<file path="src/rtl/i2c_target_ctrl.sv">
// i2c_target_ctrl
//   I2C target (slave) controller. Oversamples SCL/SDA on clk, detects
//   START / repeated START / STOP, matches a 7-bit address, ACKs it, then
//   receives bytes for the fabric (master write) or shifts out fabric-supplied
//   bytes (master read). SDA is only ever pulled low (open-drain); SCL is
//   never driven.
// Ports:
//   clk, rst      system clock (>= 8x SCL), async active-high reset
//   scl_in/sda_in raw bus pin levels
//   sda_oe        1 = pull SDA low
//   rx_data       last received byte, rx_valid pulses when it updates
//   tx_data       byte to send, captured in the cycle tx_req pulses
//   addr_hit      address matched, until STOP / repeated START
//   rw            R/W bit of last matched address (1 = read)
//   state_target  FSM state for debug, busy = state not IDLE
module i2c_target_ctrl #(
  parameter int unsigned         ADDR_LEN    = 7,
  parameter int unsigned         DATA_LEN    = 8,
  parameter logic [ADDR_LEN-1:0] TARGET_ADDR = 7'h50,
  parameter int unsigned         SYNC_STAGES = 2
) (
  input  logic                clk,
  input  logic                rst,
  input  logic                scl_in,
  input  logic                sda_in,
  output logic                sda_oe,
  output logic [DATA_LEN-1:0] rx_data,
  output logic                rx_valid,
  input  logic [DATA_LEN-1:0] tx_data,
  output logic                tx_req,
  output logic                addr_hit,
  output logic                rw,
  output logic [2:0]          state_target,
  output logic                busy
);

  typedef enum logic [2:0] {
    ST_IDLE      = 3'd0,
    ST_ADDR      = 3'd1,
    ST_ADDR_ACK  = 3'd2,
    ST_RX_BYTE   = 3'd3,
    ST_RX_ACK    = 3'd4,
    ST_TX_BYTE   = 3'd5,
    ST_TX_ACK    = 3'd6,
    ST_WAIT_STOP = 3'd7
  } state_e;

  localparam logic [3:0] LAST_BIT = 4'(DATA_LEN);

  state_e                 state_q, state_d;
  logic [SYNC_STAGES-1:0] scl_sync_q, scl_sync_d;
  logic [SYNC_STAGES-1:0] sda_sync_q, sda_sync_d;
  logic                   scl_dly_q, sda_dly_q;
  logic [3:0]             bit_cnt_q, bit_cnt_d;
  logic [DATA_LEN-1:0]    shift_q, shift_d;
  logic                   sda_oe_q, sda_oe_d;
  logic [DATA_LEN-1:0]    rx_data_q, rx_data_d;
  logic                   rx_valid_q, rx_valid_d;
  logic                   addr_hit_q, addr_hit_d;
  logic                   rw_q, rw_d;
  logic                   ack_q, ack_d;

  logic scl_s, sda_s;
  logic scl_rise, scl_fall;
  logic start_evt, stop_evt;
  logic addr_match;

  assign scl_s      = scl_sync_q[SYNC_STAGES-1];
  assign sda_s      = sda_sync_q[SYNC_STAGES-1];
  assign scl_rise   = scl_s & ~scl_dly_q;
  assign scl_fall   = ~scl_s & scl_dly_q;
  assign start_evt  = scl_s & ~sda_s & sda_dly_q;
  assign stop_evt   = scl_s & sda_s & ~sda_dly_q;
  assign addr_match = (shift_q[DATA_LEN-1 -: ADDR_LEN] == TARGET_ADDR);

  always_comb begin
    scl_sync_d = {scl_sync_q[SYNC_STAGES-2:0], scl_in};
    sda_sync_d = {sda_sync_q[SYNC_STAGES-2:0], sda_in};
  end

  // State register and all datapath flops.
  always_ff @(posedge clk or posedge rst) begin
    if (rst) begin
      state_q    <= ST_IDLE;
      scl_sync_q <= '1;
      sda_sync_q <= '1;
      scl_dly_q  <= 1'b1;
      sda_dly_q  <= 1'b1;
      bit_cnt_q  <= '0;
      shift_q    <= '0;
      sda_oe_q   <= 1'b0;
      rx_data_q  <= '0;
      rx_valid_q <= 1'b0;
      addr_hit_q <= 1'b0;
      rw_q       <= 1'b0;
      ack_q      <= 1'b0;
    end else begin
      state_q    <= state_d;
      scl_sync_q <= scl_sync_d;
      sda_sync_q <= sda_sync_d;
      scl_dly_q  <= scl_s;
      sda_dly_q  <= sda_s;
      bit_cnt_q  <= bit_cnt_d;
      shift_q    <= shift_d;
      sda_oe_q   <= sda_oe_d;
      rx_data_q  <= rx_data_d;
      rx_valid_q <= rx_valid_d;
      addr_hit_q <= addr_hit_d;
      rw_q       <= rw_d;
      ack_q      <= ack_d;
    end
  end

  // Next-state logic; bus events take priority over bit processing.
  always_comb begin
    state_d = state_q;
    if (stop_evt) begin
      state_d = ST_IDLE;
    end else if (start_evt) begin
      state_d = ST_ADDR;
    end else begin
      unique case (state_q)
        ST_IDLE:      state_d = ST_IDLE;
        ST_ADDR:
          if (scl_fall && bit_cnt_q == LAST_BIT)
            state_d = addr_match ? ST_ADDR_ACK : ST_WAIT_STOP;
        ST_ADDR_ACK:
          if (scl_fall) state_d = rw_q ? ST_TX_BYTE : ST_RX_BYTE;
        ST_RX_BYTE:
          if (scl_fall && bit_cnt_q == LAST_BIT) state_d = ST_RX_ACK;
        ST_RX_ACK:
          if (scl_fall) state_d = ST_RX_BYTE;
        ST_TX_BYTE:
          if (scl_fall && bit_cnt_q == LAST_BIT) state_d = ST_TX_ACK;
        ST_TX_ACK:
          if (scl_fall) state_d = ack_q ? ST_WAIT_STOP : ST_TX_BYTE;
        ST_WAIT_STOP: state_d = ST_WAIT_STOP;
        default:      state_d = ST_IDLE;
      endcase
    end
  end

  // Output / datapath logic.
  always_comb begin
    bit_cnt_d  = bit_cnt_q;
    shift_d    = shift_q;
    sda_oe_d   = sda_oe_q;
    rx_data_d  = rx_data_q;
    rx_valid_d = 1'b0;
    addr_hit_d = addr_hit_q;
    rw_d       = rw_q;
    ack_d      = ack_q;
    tx_req     = 1'b0;
    if (stop_evt || start_evt) begin
      bit_cnt_d  = '0;
      sda_oe_d   = 1'b0;
      addr_hit_d = 1'b0;
    end else begin
      // Counter saturates at the ACK slot and is cleared on the ACK slot's fall.
      if (scl_rise && state_q != ST_IDLE && bit_cnt_q != LAST_BIT)
        bit_cnt_d = bit_cnt_q + 4'd1;
      unique case (state_q)
        ST_ADDR: begin
          if (scl_rise) shift_d = {shift_q[DATA_LEN-2:0], sda_s};
          if (scl_fall && bit_cnt_q == LAST_BIT) begin
            if (addr_match) begin
              sda_oe_d = 1'b1;
              rw_d     = shift_q[0];
            end else begin
              sda_oe_d = 1'b0;
            end
          end
        end
        ST_ADDR_ACK: begin
          if (scl_fall) begin
            addr_hit_d = 1'b1;
            bit_cnt_d  = '0;
            if (rw_q) begin
              tx_req   = 1'b1;
              shift_d  = tx_data;
              sda_oe_d = ~tx_data[DATA_LEN-1];
            end else begin
              sda_oe_d = 1'b0;
            end
          end
        end
        ST_RX_BYTE: begin
          if (scl_rise) begin
            shift_d = {shift_q[DATA_LEN-2:0], sda_s};
            if (bit_cnt_q == LAST_BIT - 4'd1) begin
              rx_data_d  = {shift_q[DATA_LEN-2:0], sda_s};
              rx_valid_d = 1'b1;
            end
          end
          if (scl_fall && bit_cnt_q == LAST_BIT) sda_oe_d = 1'b1;
        end
        ST_RX_ACK: begin
          if (scl_fall) begin
            sda_oe_d  = 1'b0;
            bit_cnt_d = '0;
          end
        end
        ST_TX_BYTE: begin
          // MSB went out on entry; each later fall presents the next bit.
          if (scl_fall && bit_cnt_q != 4'd0) begin
            if (bit_cnt_q == LAST_BIT) begin
              sda_oe_d = 1'b0;
            end else begin
              shift_d  = {shift_q[DATA_LEN-2:0], 1'b0};
              sda_oe_d = ~shift_q[DATA_LEN-2];
            end
          end
        end
        ST_TX_ACK: begin
          if (scl_rise) ack_d = sda_s;
          if (scl_fall) begin
            bit_cnt_d = '0;
            if (!ack_q) begin
              tx_req   = 1'b1;
              shift_d  = tx_data;
              sda_oe_d = ~tx_data[DATA_LEN-1];
            end else begin
              sda_oe_d = 1'b0;
            end
          end
        end
        ST_WAIT_STOP: sda_oe_d = 1'b0;
        default: ;
      endcase
    end
  end

  assign sda_oe       = sda_oe_q;
  assign rx_data      = rx_data_q;
  assign rx_valid     = rx_valid_q;
  assign addr_hit     = addr_hit_q;
  assign rw           = rw_q;
  assign state_target = state_q;
  assign busy         = (state_q != ST_IDLE);

endmodule
</file>
<file path="config.mk">
export PLATFORM = sky130hd
export DESIGN_NAME = i2c_target_ctrl
export DESIGN_NICKNAME = d
export VERILOG_FILES = /design/src/rtl/i2c_target_ctrl.sv
export SDC_FILE = /design/constraint.sdc
export NUM_CORES = 1
export LEC_CHECK = 0
export CAP_MARGIN = 20
export CORE_MARGIN = 8
export CORE_UTILIZATION = 39
export CTS_BUF_LIST = sky130_fd_sc_hd__clkbuf_16
export DETAILED_ROUTE_END_ITERATION = 10
export PLACE_DENSITY = 0.69
export REMOVE_ABC_BUFFERS = 1
export SETUP_SLACK_MARGIN = 0.1
export SYNTH_ARGS = -nofsm -noshare
export SYNTH_HDL_FRONTEND = slang
export SYNTH_SLANG_ARGS = --single-unit
export TNS_END_PERCENT = 1
</file>
<file path="constraint.sdc">
create_clock -name clk -period 2.78 [get_ports clk]
set_clock_uncertainty 0.15 [all_clocks]
set_input_delay 0.417 -clock clk [delete_from_list [all_inputs] [get_ports clk]]
set_output_delay 0.417 -clock clk [all_outputs]
set_load 0.02 [all_outputs]
</file>
## Word level (Yosys, flattened, before mapping)

Index checks and enable logic that the tools add are counted.

- Register bits: 34
- Output and inout bits: 17
- RAM bits: 0
- Input bits: 12
- Word-level logic and storage cells: 127
- Memories kept: 0
- Memory bits (read-only): 0
- Latch bits: 0

- $mul: 0
- Multiplexer cells: 49
- Equal/unequal tests: 30
- $add $sub $neg: 1
- Shift operators: 0
- Bitwise operators: 13
- Magnitude comparators: 0
- Reductions and logical operators: 21
- Divide/modulo/power cells: 0

Operator list:

| cell | number |
|---|---|
| 8-bit two-way mux | 7 |
| 8-bit one-hot mux with 4 select lines | 1 |
| 3-bit two-way mux | 10 |
| 4-bit != test (second input constant) | 7 |
| 3-bit one-hot mux with 8 select lines | 1 |
| 1-bit two-way mux | 23 |
| 3-bit != test (second input constant) | 6 |
| 4-bit two-way mux | 4 |
| 3-bit equality test (second input constant) | 4 |
| 2-bit != test (second input constant) | 6 |
| 9-bit AND reduction | 1 |
| 4-bit AND reduction | 2 |
| 4-bit nonzero test | 2 |
| 8-bit nonzero test | 1 |
| 7-bit equality test (second input constant) | 1 |
| 1-bit NOT | 7 |
| 1-bit one-hot mux with 7 select lines | 1 |
| 7-bit AND reduction | 1 |
| 1-bit bitwise AND | 6 |
| 3-bit by 2-bit equality test with 1-bit output (second input constant) | 2 |
| 6-bit AND reduction | 1 |
| 4-bit by 1-bit adder with 4-bit output (second input constant) | 1 |
| 4-bit by 3-bit equality test with 1-bit output (second input constant) | 1 |
| 4-bit equality test (second input constant) | 1 |
| 13 further kinds | 17 |

## Logic depth before layout (Yosys ltp)

- Word-level depth: 8
- Depth in mapped cells: 8
- Depth with buffers taken out: 7

## Least setup slack after synthesis

Ideal clock, no wire load.

- Path kind: reg2out
- Start: reg state_q[2] (netlist: state_target[2])
- End: out tx_req
- Path buffers: 1
- Stages on the path, launching flop included: 4
- Data required time: 2,213 ps
- Data arrival time: 1,449 ps
- Setup slack: 764 ps
- Cells stage by stage: dfrtp_1 > clkbuf_1 > nand2b_1 > a211oi_1

- Word-level cells in the longest chain between the ends: 3
- Elaborated cells between the ends (all ways): 4
- Those cells by class: eq/ne: 2; mux: 2

RTL lines:

| item | line | source |
|---|---|---|
| start: declaration | 50 | `state_e state_q, state_d;` |
| start signal: assignment | 98 | `state_q <= state_d;` |
| 3-bit equality test / 3-bit by 2-bit equality test with 1-bit output (equally long branches) | 162 | `unique case (state_q)` |
| 1-bit one-hot mux with 2 select lines (*) | 162 |  |
| 1-bit two-way mux (*) | 154 | `if (stop_evt \|\| start_evt) begin` |
| end: declaration | 30 | `output logic tx_req,` |

Mark *: on every way between the ends. The rest lies on a longest branch, timed or not.

## Worst setup path after layout

- Start: reg state_q[2] (netlist: state_target[2])
- End: out busy

- Word-level cells in the longest chain between the ends: 1

RTL lines:

| item | line | source |
|---|---|---|
| 3-bit nonzero test | 239 | `assign busy = (state_q != ST_IDLE);` |
| end: declaration | 34 | `output logic busy` |

No other way between the ends.

==> impl_metrics.env <==
export IMPL_first_pass_iters=4
export IMPL_ys_seq_area_frac=0.485
export IMPL_cts_buffers=5
export IMPL_cts_root_buf="clkbuf_16"
export IMPL_synth_area_sq_mm=0.00177
export IMPL_async_flop_share=1.00
export IMPL_r2r_slack_ns=0.49
export IMPL_synth_distinct_cells=47
export IMPL_ys_warn_count=0
export IMPL_power_internal_mw=1.05
export IMPL_rsz0062_at_grt="no"
export IMPL_crit_path_end_kind="output pin"
export IMPL_slew_headroom=0.676
export IMPL_hold_path_end="scl_sync_q[1]$_DFF_PP1_"
export IMPL_wirelength_um=4110
export IMPL_hold_violations=0
export IMPL_syn_area_per_cell_sq_um=10.1
export IMPL_place_ws_ns=0.504
export IMPL_io_buffers=28
export IMPL_drtIter0Drc=152
export IMPL_ys_seq_elements=34
export IMPL_p_per_area_mw_per_mm2=648
export IMPL_drc=0
export IMPL_switching_power_uw=424
export IMPL_ant_nets=0
export IMPL_swShare=0.287
export IMPL_worstHoldPathCells=0
export IMPL_crit_path_max_incr_delay_ns=0.55
export IMPL_path_clk_slew_ns=0.05
export IMPL_overflow=0
export IMPL_crit_slowest_cell="clkdlybuf4s50_1"
export IMPL_crit_fanout=9
export IMPL_fmax_mhz=410
export IMPL_clock_sinks=34
export IMPL_utilization=0.524
export IMPL_grt_max_degree=35
export IMPL_reg2reg_from="state_target[2]$_DFFE_PP0P_"
export IMPL_synthFlopType="dfrtp_1"
export IMPL_gp_congestion=0.851
export IMPL_timing_final_ws_setup_ns=0.344
export IMPL_min_from="scl_sync_q[0]$_DFF_PP1_"
export IMPL_clockBufferDepth=2
export IMPL_path_class="register to output pin"
export IMPL_grt_pass1_vias=1435
export IMPL_grt_pass1_wl_um=6980
export IMPL_drive_gt1_frac=0.203
export IMPL_dp_hpwl_um=3010
export IMPL_synth_edff_count=0
export IMPL_wl_per_cell_um=15.6
export IMPL_diodes=0
export IMPL_pwr_share_clk=0.345
export IMPL_peakVddDrop_uv=425
export IMPL_outcome="complete, no violations"
export IMPL_finalCritPeriodShare=0.876
export IMPL_worst_hold_path_type="register to register"
export IMPL_cts_tree="built"
export IMPL_final_max_slew_viol_count=0
export IMPL_die_y_um=83.4
export IMPL_timing_rr_end="shift_q[3]$_DFFE_PP0P_"
export IMPL_synth_cells=175
export IMPL_grt_use_total=0.120
export IMPL_die_area_sq_mm=0.00695
export IMPL_num_nets_final=225
export IMPL_critPathTopFamily="buffers and inverters"
export IMPL_fin_setup_tns_ns=0
export IMPL_die_w_um=83.4
export IMPL_reg2regPathDepth=6
export IMPL_max_cap_violations=0
export IMPL_initial_utilization=0.406
export IMPL_clock_latency_ns=0.27
export IMPL_required_ns=2.21
export IMPL_fin_crit_ns=2.44
export IMPL_syn2layout_area_growth_pct=29.0
export IMPL_power_frac_seq=0.447
export IMPL_antenna_found_initial=0
export IMPL_setup_viol=0
export IMPL_crit_arrival_ns=1.87
export IMPL_htreeDepth=2
export IMPL_leakage_nw=1.04
export IMPL_core_area_sq_mm=0.00435
export IMPL_startpoint_type="register"
export IMPL_n_fill_cell=382
export IMPL_dr_total_vias=1410
export IMPL_tightest_slew_ns=0.482
export IMPL_io_pins=29
export IMPL_power_frac_comb=0.208
export IMPL_p_total_mw=1.48
export IMPL_crit_buf_inv=2
export IMPL_crit_chain="buf_4 > or3_1 > clkdlybuf4s50_1"
export IMPL_cts_hold_buf=0
export IMPL_viasPerCell=5.34
export IMPL_num_rows=24
-- flip-flops by register name (all words and copies together), names as in the netlist --
register and count:
sda_dly_q 1, bit_cnt_q 4, scl_dly_q 1, state_target 3, rx_data 8, ack_q 1, shift_q 8, addr_hit 1
rw 1, rx_valid 1, sda_oe 1, sda_sync_q 2, scl_sync_q 2
-- cell usage in the layout (no fill, tap or decap), drive strengths merged, types with 2 or more instances in the layout --
cell type,instances
nand2,34
mux2i,2
nand2b,8
nor2,10
xor2,3
buf,7
ha,2
o32ai,2
o211ai,2
clkbuf,5
a21oi,6
nor2b,2
clkinv,2
inv,6
nor4,2
mux2,17
nand3,3
clkdlybuf4s50,27
nor3,4
o22ai,2
o21ai,11
dfstp,6
dfrtp,28
-- logic make-up after synthesis --
| kind of cell | after synthesis | share of synthesized area |
|---|---|---|
| XOR/XNOR | 4 | 0.0198 |
| AND/OR/NAND/NOR | 74 | 0.221 |
| AO/OA/AOI/OAI | 31 | 0.115 |
| buffers and inverters | 11 | 0.0248 |
| multiplexers | 19 | 0.120 |
| flip-flops | 34 | 0.485 |
| adder cells (fa/ha/maj) | 2 | 0.0141 |
-- worst reg2reg max path, cell delays in order (launching register included) --
cell and delay [ns]:
dfrtp_1 0.49, buf_4 0.22, nand2b_1 0.26, o211ai_1 0.17, o21ai_1 0.13, nor3_4 0.34
mux2_2 0.40
-- routing by layer --
metal | part of all wire | global-route usage
met1 | 0.44 | 0.149
met2 | 0.49 | 0.192
met3 | 0.064 | 0.0361
met4 | 0.0044 | 0.0447
met5 | 0 | 0
-- cells in the mapped netlist, types with 2 or more instances --
cell / instances / area share
xor2_1: 3 / 0.015
o22ai_1: 2 / 0.0071
ha_1: 2 / 0.014
o21ai_1: 2 / 0.0057
a21oi_1: 5 / 0.014
o21ai_0: 8 / 0.023
mux2i_1: 2 / 0.011
nor2_1: 10 / 0.021
dfstp_2: 6 / 0.089
mux2_2: 17 / 0.11
dfrtp_1: 28 / 0.40
o32ai_1: 2 / 0.0099
nand2_1: 34 / 0.072
nor2b_1: 2 / 0.0071
clkbuf_1: 3 / 0.0064
inv_1: 5 / 0.011
o211ai_1: 2 / 0.0085
nor3_1: 3 / 0.0085
buf_2: 2 / 0.0057
nand3_1: 3 / 0.0085
nand2b_1: 8 / 0.028
-- stage by stage --
step	hold slack (ns)	area, sq um	cells
2_1_floorplan	0.195	1740	169
3_3_place_gp	0.196	2140	256
3_5_place_dp	0.198	2140	256
4_1_cts	0.206	2280	264
5_1_grt	0.207	2280	264
6_report	0.204	2280	264
-- repair_timing --
item,CTS,global route
resized for setup,0,1
buffers inserted,0,0
endpoints found under the setup margin,0,1
-- power groups by stage --
stage,sequential [mW],combinational (mW),clock [mW]
2_1_floorplan,0.649,0.220,0
3_3_place_gp,0.662,0.299,0
3_5_place_dp,0.668,0.305,0
4_1_cts,0.660,0.309,0.526
5_1_grt,0.676,0.350,0.551
6_report,0.661,0.307,0.510
-- layout make-up --
type	count	area, sq um	area share
Multi-Input combinational cell	130	867	0.380
Sequential cell	34	858	0.376
Timing Repair Buffer	35	335	0.147
Clock buffer	5	125	0.0548
Tap cell	52	65.1	0.0285
Inverter	5	18.8	0.00822
Clock inverter	3	12.5	0.00548
-- worst max-delay path by stage --
stage / cells past startpoint / slack (ns) / to / start
floorplan: 5 / 0.70 / shift_q[0]$_DFFE_PP0P_ / state_target[2]$_DFFE_PP0P_
detailed placement: 3 / 0.50 / tx_req / state_target[0]$_DFFE_PP0P_
CTS: 3 / 0.20 / tx_req / state_target[0]$_DFFE_PP0P_
finish: 3 / 0.34 / busy / state_target[2]$_DFFE_PP0P_
global route: 3 / 0.27 / busy / state_target[1]$_DFFE_PP0P_
global placement: 3 / 0.52 / tx_req / state_target[0]$_DFFE_PP0P_
(Power assumes the default switching activity.)
